`src/rtl/pc_sequencer.sv`:
```
// Next-PC selection, PC clock-enable and run/step/halt control for the single-cycle RISC-V core.
// Also keeps the executed-instruction, jump and taken-branch statistics counters.
`timescale 1ns / 1ps
module pc_sequencer #(
    parameter int unsigned     XLen        = 32,
    parameter int unsigned     CntBits     = 16,
    parameter logic [XLen-1:0] ResetVector = '0
) (
    input  logic               Clock,
    input  logic               Reset,
    input  logic               Go,
    input  logic               StepMode,
    input  logic [XLen-1:0]    Pc,
    input  logic [XLen-1:0]    Imm,
    input  logic [XLen-1:0]    Rs1,
    input  logic               Jal,
    input  logic               Jalr,
    input  logic               Branch,
    input  logic               BrTaken,
    input  logic               HaltInstr,
    output logic [XLen-1:0]    NextPc,
    output logic               PcEnable,
    output logic               Halted,
    output logic               Running,
    output logic [CntBits-1:0] CycleCnt,
    output logic [CntBits-1:0] JumpCnt,
    output logic [CntBits-1:0] BranchCnt
);

    typedef enum logic [1:0] {StIdle, StRun, StStepWait, StHalted} state_t;

    localparam logic [CntBits-1:0] CntOne = CntBits'(1);

    state_t          state;
    state_t          state_next;
    logic            go_d;
    logic            go_arm;
    logic            go_pulse;
    logic            exec;
    logic            resume;
    logic            is_jump;
    logic            is_br;
    logic [XLen-1:0] pc_plus4;
    logic [XLen-1:0] jalr_target;

    // go_arm stays low until Go is seen released, so a press held through reset never fires.
    assign go_pulse    = Go & ~go_d & go_arm;
    assign exec        = (state == StRun) | ((state == StStepWait) & go_pulse);
    assign resume      = (state == StHalted) & go_pulse;
    assign is_jump     = Jal | Jalr;
    assign is_br       = Branch & BrTaken & ~is_jump;
    assign pc_plus4    = Pc + XLen'(4);
    assign jalr_target = (Rs1 + Imm) & ~XLen'(1);

    always_comb begin
        NextPc = pc_plus4;
        if (state == StIdle) begin
            NextPc = ResetVector;
        end else if (resume) begin
            NextPc = pc_plus4;
        end else if (Jalr) begin
            NextPc = jalr_target;
        end else if (Jal || (Branch && BrTaken)) begin
            NextPc = Pc + Imm;
        end
    end

    always_comb begin
        PcEnable   = 1'b0;
        state_next = state;
        unique case (state)
            StIdle: begin
                if (go_pulse) state_next = StepMode ? StStepWait : StRun;
            end
            StRun: begin
                PcEnable = ~HaltInstr;
                if (HaltInstr)     state_next = StHalted;
                else if (StepMode) state_next = StStepWait;
            end
            StStepWait: begin
                PcEnable = exec & ~HaltInstr;
                if (exec && HaltInstr) state_next = StHalted;
                else if (!StepMode)    state_next = StRun;
            end
            StHalted: begin
                // Resume steps past the halt instruction without counting it again.
                PcEnable = go_pulse;
                if (go_pulse) state_next = StepMode ? StStepWait : StRun;
            end
        endcase
    end

    always_ff @(posedge Clock or posedge Reset) begin
        if (Reset) begin
            state     <= StIdle;
            go_d      <= 1'b0;
            go_arm    <= 1'b0;
            Halted    <= 1'b0;
            Running   <= 1'b0;
            CycleCnt  <= '0;
            JumpCnt   <= '0;
            BranchCnt <= '0;
        end else begin
            go_d    <= Go;
            if (!Go) go_arm <= 1'b1;
            state   <= state_next;
            Halted  <= (state_next == StHalted);
            Running <= (state_next == StRun) || (state_next == StStepWait);
            if (exec) begin
                CycleCnt <= CycleCnt + CntOne;
                if (is_jump && !HaltInstr) JumpCnt   <= JumpCnt + CntOne;
                if (is_br && !HaltInstr)   BranchCnt <= BranchCnt + CntOne;
            end
        end
    end

endmodule
```
`config.mk`:
```
export PLATFORM = sky130hd
export DESIGN_NAME = pc_sequencer
export DESIGN_NICKNAME = d
export VERILOG_FILES = /design/src/rtl/pc_sequencer.sv
export SDC_FILE = /design/constraint.sdc
export NUM_CORES = 1
export LEC_CHECK = 0
export ABC_CLOCK_PERIOD_IN_PS = 4500
export BUFFER_PORTS_ARGS = -buffer_cell sky130_fd_sc_hd__buf_2
export CAP_MARGIN = 20
export CORE_ASPECT_RATIO = 1.4
export CORE_MARGIN = 8
export CORE_UTILIZATION = 55
export CTS_BUF_LIST = sky130_fd_sc_hd__clkbuf_2
export CTS_CLUSTER_SIZE = 16
export DETAILED_ROUTE_END_ITERATION = 12
export GPL_TIMING_DRIVEN = 0
export PLACE_DENSITY_LB_ADDON = 0.15
export SYNTH_ARGS = -nofsm -noshare
export SYNTH_HDL_FRONTEND = slang
export SYNTH_SLANG_ARGS = --single-unit
```
`constraint.sdc`:
```
create_clock -name Clock -period 4.5 [get_ports Clock]
set_clock_uncertainty 0.15 [all_clocks]
set_input_delay 0.9 -clock Clock [delete_from_list [all_inputs] [get_ports Clock]]
set_output_delay 0.9 -clock Clock [all_outputs]
set_load 0.01 [all_outputs]
```
Word level (Yosys, flattened, before mapping)

Cells that the tools add are included.

Flip-flop bits (word level): 54
Bits of input ports: 105
Output and inout port bits: 83
Word-level logic and storage cells: 55

Add/sub/neg operators: 6
Equality and inequality tests: 6
Mux-type cells: 12
Bitwise operators: 12
Reductions and logical operators: 11

Operator list:

| kind                  | number |
|---|---|
| $mux 32               | 4 |
| $add 32x32->32        | 2 |
| $add 16x1->16 const B | 3 |
| $add 32x3->32 const B | 1 |
| $mux 2                | 6 |
| $eq 2x2->1 const B    | 4 |
| $and 1x1->1           | 7 |
| $pmux 2 s3            | 1 |
| $eq 2x1->1 const B    | 2 |
| $logic_and 1x1->1     | 4 |
| $reduce_and 2->1      | 2 |
| $not 1->1             | 3 |
| $pmux 1 s3            | 1 |
| $logic_not 2->1       | 1 |
| $logic_or 1x1->1      | 2 |
| $or 1x1->1            | 2 |
| $reduce_or 2->1       | 1 |
| $logic_not 1->1       | 1 |

Depth between registers and ports, before layout

Gate-level depths: netlist (run 1).

Depth after elaboration: 10
Mapped depth: 13
Gate-level depth less buffers: 13

Worst setup path before layout (run 1)

OpenSTA, ideal clock, no wires.

Path type: input -> output
Start: input port Pc[10]
End: output port NextPc[25]
Arrival time: 3.617 ns
Data required time: 3.450 ns
Setup slack: -0.167 ns
Stages: 11
Path buffers: 0
Path through: ha_1 a21o_1 or4_1 nor3b_2 nor3_1 o211ai_1 nand2b_1 a21o_1 a21oi_1 xor2_1 a2111oi_0

Word-level cells in the longest chain between the ends: 5
Elaborated cells on any way between the ends: 6
Those cells by class: add/sub: 2; mux: 4

RTL lines:

| element                                                | RTL line | source |
|---|---|---|
| start, declared                                        | 13       | `input logic [XLen-1:0] Pc,` |
| $add 32x3->32 / $add 32x32->32 (equally long branches) | 52, 64   |  |
| $mux 32                                                | 63       | `end else if (Jal \|\| (Branch && BrTaken)) begin` |
| $mux 32                                                | 61       | `end else if (Jalr) begin` |
| $mux 32 (*)                                            | 59       | `end else if (resume) begin` |
| $mux 32 (*)                                            | 57       | `if (state == StIdle) begin` |
| end, declared                                          | 21       | `output logic [XLen-1:0] NextPc,` |

Mark *: on every way between the ends. The rest lies on a longest branch, timed or not.

Final worst setup path (run 1)

Start: input port Rs1[4]
End: output port NextPc[31]

Word-level cells in the longest chain between the ends: 4

RTL lines:

| element         | RTL line | source |
|---|---|---|
| start, declared | 15       | `input logic [XLen-1:0] Rs1,` |
| $add 32x32->32  | 53       | `assign jalr_target = (Rs1 + Imm) & ~XLen'(1);` |
| $mux 32         | 61       |  |
| $mux 32         | 59       |  |
| $mux 32         | 57       |  |

No other way between the ends.

==> out/qor.csv, run 1 <==
metric,value,unit
outcome,"complete, but fails checks",
violations,negative setup slack,
r2r_start,state[0],
design_area,8750,um^2
area_growth,31.5,%
synth_mux_area_share,0.489,%
synthesis.nets,1008,
syn_area_per_cell,8.03,um^2
netlist_area,6660,um^2
grt_busiest_layer,met2,
cts_inserted_buffers,5,
overflow,0,
grt.total_usage,27.2,%
cts_sinks,54,
worst_ep_required_time,3450,ps
hold_viol,0,
hold_ws,313,ps
crit_type,primary input to primary output,
nets,1235,
maxSlewViolCount,0,
arrival,3580,ps
synth_edf_count,0,
avgRoutedWirePerCell,19.1,um
ys.flop_type,dfrtp_1,
final_cell_mix,"buf_2 (166), nor2_1 (81), xnor2_1 (75), nand2_1 (68), a21oi_1 (66)",
synth_cells,829,
start_kind,primary input,
first_global_vias,7546,
dpl.hpwl,17.7,mm
synthSimpleGateAreaFrac,22.0,%
ctsLongestPathBuffers,2,
final_layout_size_suffix_gt1_share,30.7,%
placementRows,47,
grt_use_met3,5.68,%
drtPass1Iterations,5,
synthAdderAreaFrac,14.1,%
timing.final.ws_setup,-129,ps
p_leak,0.00415,uW
fmax,0.216,GHz
num_io_pins,188,
use_met2,46.9,%
placed_cell_area,7800,um^2
ir_drop,0.294,mV
use_met1,29.3,%
synthArstFlopShare,100,%
rsz0062_at_grt,yes,
dieHeight,146,um
design.die.area,15900,um^2
fp.coreArea,11800,um^2
ys_seq_area_share,20.3,%
min_period,4630,ps
startpoint,Rs1[4],
ys_ff_latch,54,
die_x,109,um
finalPower,2460,uW
maxSlewHeadroom,28.4,%
clk_pin_slew,250,ps
max_cap_viol_count,0,
cp_max_fo,3,
initial_utilization,56.3,%
grt_start_max_net_pins,29,
synth_compound_area_share,25.2,%
synth_top_family_by_area,compound AO/OA/AOI/OAI gates,
vias_per_cell,6.14,
drc,0,
yosys.area_share.xor_xnor,15.7,%
finalCritPeriodShare,103,%
worst_pin_slew,1070,ps
p_per_area,281,nW/um^2
cp-end-kind,primary output,
grt_pass1_wl,35.3,mm
hold_path.class,primary input to asynchronous set/reset pin,
port_buffers,186,
antenna_found_initial,1,
postRouteAntennaNets,0,
synth_cell_types,73,
ctsRootBufferMaster,clkbuf_2,
totalWireLength,22.9,mm
hold_buffers,0,
yosys_warnings,0,
vias,7396,
tritoncts,built,
first_iter_violations,451,
layout_commonest_cell,buf_2,
place_congestion,0.968,
insertion_delay,450,ps
setup_tns,-740,ps
h-tree-depth,2,
setup_violations,9,
==> metrics by stage <==
stage / worst slack (ps) / std cells / util, %
floorplan: 56.5 / 829 / -
global placement: -533 / 1162 / 65.8
detailed placement: -565 / 1163 / 66.0
CTS: -107 / 1190 / 70.8
global route: -246 / 1204 / 74.1
finish: -129 / 1204 / 74.1
==> registers in the layout, indices dropped and copies added, names as in the netlist <==
name       flops
go_d           1
go_arm         1
Running        1
state          2
Halted         1
BranchCnt     16
JumpCnt       16
CycleCnt      16
==> where the power goes <==
part	internal, uW	switching [uW]
Clock	37.4	148
Combinational	695	933
Sequential	559	85.8
==> cells by family (layout without fill, tap and decap cells) <==
family                   count (synthesis)  in the layout
other                                    0              1
flip-flops                              54             54
XOR/XNOR                               119            119
AND/OR/NAND/NOR                        294            294
AO/OA/AOI/OAI                          247            247
multiplexers                             3              3
buffers and inverters                   38            265
adder cells (fa/ha/maj)                 74             74
==> final cells by class <==
class,instances,area [um^2]
Clock buffer,6,30.0
Timing Repair Buffer,220,1330
Antenna cell,1,2.50
Tap cell,147,184
Sequential cell,54,1350
Multi-Input combinational cell,737,5700
Clock inverter,1,7.51
Buffer,16,61.3
Inverter,22,82.6
Fill cell,959,3070
==> worst max-delay path: stages <==
cell	delay [ps]
buf_6	100
ha_4	240
a211oi_2	210
nor2_2	80
o31ai_4	300
a211oi_2	130
o21a_1	250
o31a_1	320
a2111oi_4	360
nor2_4	100
and4_1	210
a211o_1	240
buf_6	130
==> synthesized netlist by cell type, drive strengths merged, types with 3 or more instances <==
| cell type | number | area, um^2 |
|---|---|---|
| nor2 | 85 | 319 |
| a21oi | 79 | 403 |
| xnor2 | 77 | 674 |
| ha | 72 | 901 |
| nand2 | 69 | 259 |
| dfrtp | 54 | 1350 |
| xor2 | 42 | 368 |
| a21o | 33 | 248 |
| o21ai | 29 | 145 |
| nand4 | 27 | 169 |
| nand3 | 26 | 130 |
| inv | 21 | 78.8 |
| and3 | 18 | 118 |
| nand2b | 15 | 93.8 |
| nor3 | 15 | 75.1 |
| clkbuf | 13 | 50.0 |
| a22oi | 12 | 90.1 |
| o21a | 12 | 90.1 |
| a221oi | 9 | 85.1 |
| nor2b | 9 | 56.3 |
| o22ai | 9 | 56.3 |
| and4 | 8 | 70.1 |
| a211oi | 7 | 57.6 |
| a31oi | 6 | 37.5 |
| a211o | 5 | 43.8 |
| o21bai | 5 | 37.5 |
| or3 | 5 | 31.3 |
| a2111oi | 4 | 41.3 |
| a21boi | 4 | 37.5 |
| and2 | 4 | 25.0 |
| o211ai | 4 | 30.0 |
| o32ai | 4 | 35.0 |
| a32oi | 3 | 26.3 |
| buf | 3 | 11.3 |
| nor4 | 3 | 33.8 |
| or4 | 3 | 22.5 |
==> timing repair <==
action / 4_1_cts / 5_1_grt
pin swaps: 53 / 53
setup buffers: 21 / 13
endpoints found under the setup margin: 20 / 21
resized for setup: 76 / 73
==> path summary, 6_finish.rpt <==
| path | cells after the start | slack, ps | end |
|---|---|---|---|
| worst max-delay path | 13 | -130 | NextPc[31] |
| worst min-delay path | 2 | 310 | CycleCnt[15] |
| worst max register to register | 9 | 1530 | BranchCnt[12] |
| worst min register to register | 1 | 340 | BranchCnt[15] |
| max in group asynchronous | 3 | 3340 | CycleCnt[8] |
| min in group Clock | 1 | 340 | BranchCnt[15] |
==> layer usage <==
| metal | vias to the layer above | share of wire (%) | routed length, um |
|---|---|---|---|
| li1 | 3527 | - | - |
| met1 | 3475 | 36 | 8340 |
| met2 | 315 | 49 | 11300 |
| met3 | 79 | 9.1 | 2090 |
| met4 | 0 | 5.1 | 1160 |
| met5 | - | 0 | 0 |
Note: power is estimated with default switching activity, not from simulation.
==> run 2, diff against run 1 <==
- ABC_CLOCK_PERIOD_IN_PS: 4500 -> 5100
- clock period: 4.5 -> 5.1 ns (I/O delays scaled with it)
==> out/qor.csv, run 2 (synthesis gave the netlist of run 1 again) <==
metric,value,unit,change
outcome,finished clean,,
initial_utilization,56.3,%,unchanged
dpl.cell_count,1163,,unchanged
grt_start_max_net_pins,31,,+6.9%
final_layout_size_suffix_gt1_share,23.8,%,-6.9 points
arrival,3820,ps,+240 ps
grt_pass1_wl,34.2,mm,-3.1%
cp_max_fo,5,,+2
grt_busiest_layer,met2,,
layout_commonest_cell,buf_2,,
top_regs,"BranchCnt x16, CycleCnt x16, JumpCnt x16",,
r2r_start,state[0],,
p_comb_share,62.6,%,-3.6 points
h-tree-depth,2,,unchanged
worst_ep_required_time,3930,ps,+480 ps
totalWireLength,21.8,mm,-5.2%
max_cap_viol_count,0,,unchanged
vias_per_cell,6.07,,-1.2%
use_met2,46.5,%,-0.43 points
tritoncts,built,,
placementRows,47,,unchanged
nets,1208,,-2.2%
hold_viol,0,,unchanged
worst_pin_slew,1070,ps,-6.47 ps
final_cell_mix,"buf_2 (186), nor2_1 (84), xnor2_1 (77), a21oi_1 (74), nand2_1 (69)",,
finalPower,2100,uW,-15%
drtPass1Iterations,5,,unchanged
first_global_vias,7128,,-5.5%
min_period,4990,ps,
netSwitchingFraction,46.7,%,-0.73 points
fp.coreArea,11800,um^2,unchanged
p_int,1120,uW,-13%
fin_util,68.5,%,-5.5 points
first_iter_violations,307,,-32%
p_leak,0.00394,uW,-5.0%
maxSlewHeadroom,28.8,%,+0.43 points
maxSlewViolCount,0,,unchanged
finalCritPeriodShare,97.8,%,
vias,7150,,-3.3%
rrSetupSlack,2170,ps,+640 ps
setup_tns,0,ps,+740 ps
cp_num_buf_inv,2,,unchanged
design.die.area,15900,um^2,unchanged
ir_drop,0.353,mV,+20%
overflow,0,,unchanged
p_sw,980,uW,-16%
critPathMaxStageDelay,570,ps,+210 ps
p_per_area,259,nW/um^2,-7.8%
fmax,0.200,GHz,
use_met1,29.4,%,+0.14 points
p_seq_share,27.1,%,+0.9 points
drc,0,,unchanged
crit_family,compound AO/OA/AOI/OAI gates,,
crit_type,primary input to primary output,,
reg2reg_to,BranchCnt[10],,
grt.total_usage,26.4,%,-0.85 points
cts_inserted_buffers,5,,unchanged
insertion_delay,450,ps,about the same
final_cells,1178,,-2.2%
cp_cell_sequence,buf_2 -> ha_1 -> nor2b_1 -> o21ai_2 -> a21oi_2 -> o21a_1 -> or4b_4 -> a21boi_4 -> o21ai_2 -> a31oi_1 -> mux2i_1 -> a21oi_1 -> buf_2,,
min_to,CycleCnt[15],,
holdPathStages,1,,
grt_use_met3,4.45,%,-1.2 points
cts_sinks,54,,unchanged
slowest_stage,or4b_4,,
avgRoutedWirePerCell,18.5,um,-3.1%
hold_ws,348,ps,+35.5 ps
postRouteAntennaNets,0,,unchanged
hold_buffers,0,,unchanged
area_growth,21.7,%,
die_x,109,um,unchanged
ctsRootBufferMaster,clkbuf_2,,
ctsLongestPathBuffers,2,,unchanged
start_kind,primary input,,
cp-end-kind,primary output,,
place_congestion,0.931,,-3.8%
dpl.hpwl,17.7,mm,-0.10%
clk_pin_slew,230,ps,-20 ps
holdCritStartpoint,CycleCnt[15],,
rsz0062_at_grt,yes,,
rr_worst_depth,9,,unchanged
port_buffers,186,,unchanged
hold_path.class,flip-flop to flip-flop,,
dieHeight,146,um,unchanged
num_io_pins,188,,unchanged
p_clk_share,10.3,%,+2.8 points
antenna_found_initial,3,,+2
setup_violations,0,,-9
## run 2: final cells by class
cell class,count,area (um^2)
Timing Repair Buffer,193,996
Clock inverter,2,37.5
Sequential cell,54,1350
Antenna cell,1,2.50
Fill cell,1106,3720
Buffer,16,61.3
Multi-Input combinational cell,737,5360
Inverter,22,82.6
Tap cell,147,184
Clock buffer,6,30.0
## run 2: worst max path at each step
| stage | slack (ps) | start | end | depth (start not counted) |
|---|---|---|---|---|
| global placement | -200 | Pc[10] | NextPc[25] | 13 |
| detailed placement | -220 | Pc[10] | NextPc[25] | 13 |
| finish | 110 | Pc[2] | NextPc[30] | 13 |
| floorplan | 190 | Pc[10] | NextPc[25] | 11 |
| global route | -60 | Imm[2] | NextPc[26] | 13 |
| CTS | 10 | Imm[2] | NextPc[27] | 13 |
## run 2: through the flow
step / cell area, um^2 / setup WS (ps)
2_1_floorplan: 6660 / 193
3_3_place_gp: 7770 / -202
3_5_place_dp: 7790 / -216
4_1_cts: 7930 / 11.4
5_1_grt: 8100 / -58.2
6_report: 8100 / 112
## run 2: timing repair
action,in CTS,in global routing
setup buffers,2,4
endpoints found under the setup margin,6,14
pin swaps,4,20
cloned,0,0
gates resized for setup,12,25
## run 2: per-layer routing
| layer | wire length, um | share of wire, % |
|---|---|---|
| met5 | 22 | 0.10 |
| met3 | 1730 | 7.9 |
| met2 | 10800 | 50 |
| met4 | 1030 | 4.7 |
| met1 | 8150 | 37 |
## run 2: power by group through the flow
stage / Sequential [uW] / Combinational [uW] / Clock (uW)
floorplan: 589 / 787 / 0
global placement: 573 / 1240 / 0
detailed placement: 574 / 1260 / 0
CTS: 568 / 1280 / 222
global route: 583 / 1450 / 232
finish: 568 / 1310 / 216
==> run 3, diff against run 2 <==
- BUFFER_PORTS_ARGS: -buffer_cell sky130_fd_sc_hd__buf_2 -> -buffer_cell sky130_fd_sc_hd__clkbuf_2
==> out/qor.csv, run 3 (synthesis gave the netlist of run 1 again) <==
metric,value,unit,change
outcome,finished clean,,
drc,0,,unchanged
num_io_pins,188,,unchanged
postRouteAntennaNets,0,,unchanged
rsz0062_at_grt,yes,,
p_seq_share,27.1,%,about the same
p_int,1110,uW,-0.31%
fp.coreArea,11800,um^2,unchanged
grt.total_usage,26.9,%,+0.52 points
maxSlewViolCount,0,,unchanged
insertion_delay,460,ps,about the same
die_x,109,um,unchanged
first_global_vias,7206,,+1.1%
p_sw,997,uW,+1.8%
final_cells,1176,,-0.17%
arrival,3870,ps,+50 ps
cts_inserted_buffers,5,,unchanged
setup_tns,0,ps,unchanged
tritoncts,built,,
netSwitchingFraction,47.2,%,+0.52 points
clk_pin_slew,230,ps,about the same
critPathMaxStageDelay,450,ps,-120 ps
dieHeight,146,um,unchanged
hold_viol,0,,unchanged
layout_commonest_cell,clkbuf_2,,
critPathMostFrequentCell,clkbuf_2,,
setup_violations,0,,unchanged
ir_drop,0.425,mV,+21%
vias,7121,,-0.41%
cp-end-kind,primary output,,
p_clk_share,10.4,%,about the same
port_buffers,186,,unchanged
totalWireLength,22.1,mm,+1.8%
cp_max_fo,5,,unchanged
maxSlewHeadroom,29.2,%,+0.37 points
placementRows,47,,unchanged
worst_ep_required_time,3930,ps,about the same
grt_start_max_net_pins,31,,unchanged
crit_type,primary input to primary output,,
nets,1206,,-0.17%
design.die.area,15900,um^2,unchanged
final_cell_mix,"clkbuf_2 (192), nor2_1 (83), xnor2_1 (77), a21oi_1 (74), nand2_1 (69)",,
worst_pin_slew,1060,ps,-5.58 ps
grt_pass1_wl,34.7,mm,+1.5%
cts_sinks,54,,unchanged
overflow,0,,unchanged
p_leak,0.00391,uW,-0.97%
start_kind,primary input,,
h-tree-depth,2,,unchanged
first_iter_violations,417,,+36%
dpl.cell_count,1163,,unchanged
initial_utilization,56.3,%,unchanged
min_period,5040,ps,+56.3 ps
hold_path.class,flip-flop to flip-flop,,
ctsRootBufferMaster,clkbuf_2,,
p_comb_share,62.5,%,about the same
fin_util,68.4,%,-0.13 points
final_layout_size_suffix_gt1_share,23.6,%,-0.15 points
vias_per_cell,6.06,,-0.24%
avgRoutedWirePerCell,18.8,um,+1.9%
finalCritPeriodShare,98.9,%,+1.1 points
area_growth,21.5,%,
ctsLongestPathBuffers,2,,unchanged
cp_cell_sequence,clkbuf_2 -> ha_4 -> and3_1 -> and3_4 -> a21oi_4 -> a211oi_2 -> o21a_1 -> o31a_1 -> a2111oi_4 -> nor2_4 -> xnor2_1 -> o31ai_1 -> clkbuf_2,,
fmax,0.198,GHz,-1.1%
place_congestion,0.937,,+0.67%
num-fill-cells,1073,,-3.0%
max_cap_viol_count,0,,unchanged
top_regs,"BranchCnt x16, CycleCnt x16, JumpCnt x16",,
drtPass1Iterations,5,,unchanged
p_per_area,261,nW/um^2,+0.86%
dpl.hpwl,18.0,mm,+1.7%
hold_ws,348,ps,+0.206 ps
slowest_stage,a2111oi_4,,
antenna_found_initial,1,,-2
run 3: power groups by stage:
stage               combinational [uW]  clock, uW  sequential, uW
global route                      1450        236             585
global placement                  1240          0             575
floorplan                          787          0             589
detailed placement                1260          0             579
CTS                               1290        225             573
finish                            1320        219             573
run 3: what timing repair did:
| action | in CTS | in global routing |
|---|---|---|
| gates resized for setup | 12 | 24 |
| pin swaps | 3 | 14 |
| endpoints found under the hold margin | 0 | 0 |
| hold buffers | 0 | 0 |
| setup endpoints to repair | 6 | 12 |
| buffers inserted | 2 | 2 |
run 3: final cells by class:
class	count	area, um^2	share of cell area [%]
Tap cell	147	184	2.27
Multi-Input combinational cell	737	5360	66.2
Antenna cell	1	2.50	0.0309
Inverter	22	82.6	1.02
Clock buffer	6	30.0	0.371
Buffer	16	61.3	0.758
Timing Repair Buffer	191	981	12.1
Sequential cell	54	1350	16.7
Clock inverter	2	37.5	0.464
run 3: critical path: cells and delay by family:
family | cells | cell delay (ps)
fa+ha+maj | 1 | 270
buf+inv | 2 | 330
compound gates | 6 | 1620
simple gates | 3 | 490
xor+xnor | 1 | 140
run 3: worst paths after layout:
path                               from  slack, ps  cells after the start             to
hold reg to reg            CycleCnt[15]        350                      1   CycleCnt[15]
min in group asynchronous         Reset        370                      2    JumpCnt[13]
setup / recovery                 Imm[4]         60                     13     NextPc[27]
hold / removal             CycleCnt[15]        350                      1   CycleCnt[15]
max in group asynchronous         Reset       3870                      3    CycleCnt[4]
setup reg to reg               state[0]       2130                      9  BranchCnt[14]
run 3: metrics by stage:
step	power [uW]	setup slack, ps	area, um^2
floorplan	1380	193	6660
global placement	1820	-212	7770
detailed placement	1840	-217	7790
CTS	2090	11.1	7940
global route	2270	-16.6	8090
finish	2110	56.0	8090
run 3: routing by layer:
layer | wire [um] | share of wire [%] | vias up | global-route usage, %
met1 | 8200 | 37 | 3326 | 29.3
met3 | 1760 | 8.0 | 55 | 5.02
li1 | - | - | 3478 | -
met4 | 999 | 4.5 | 0 | 13.9
met2 | 11200 | 51 | 262 | 47.4
met5 | 0 | 0 | - | 0
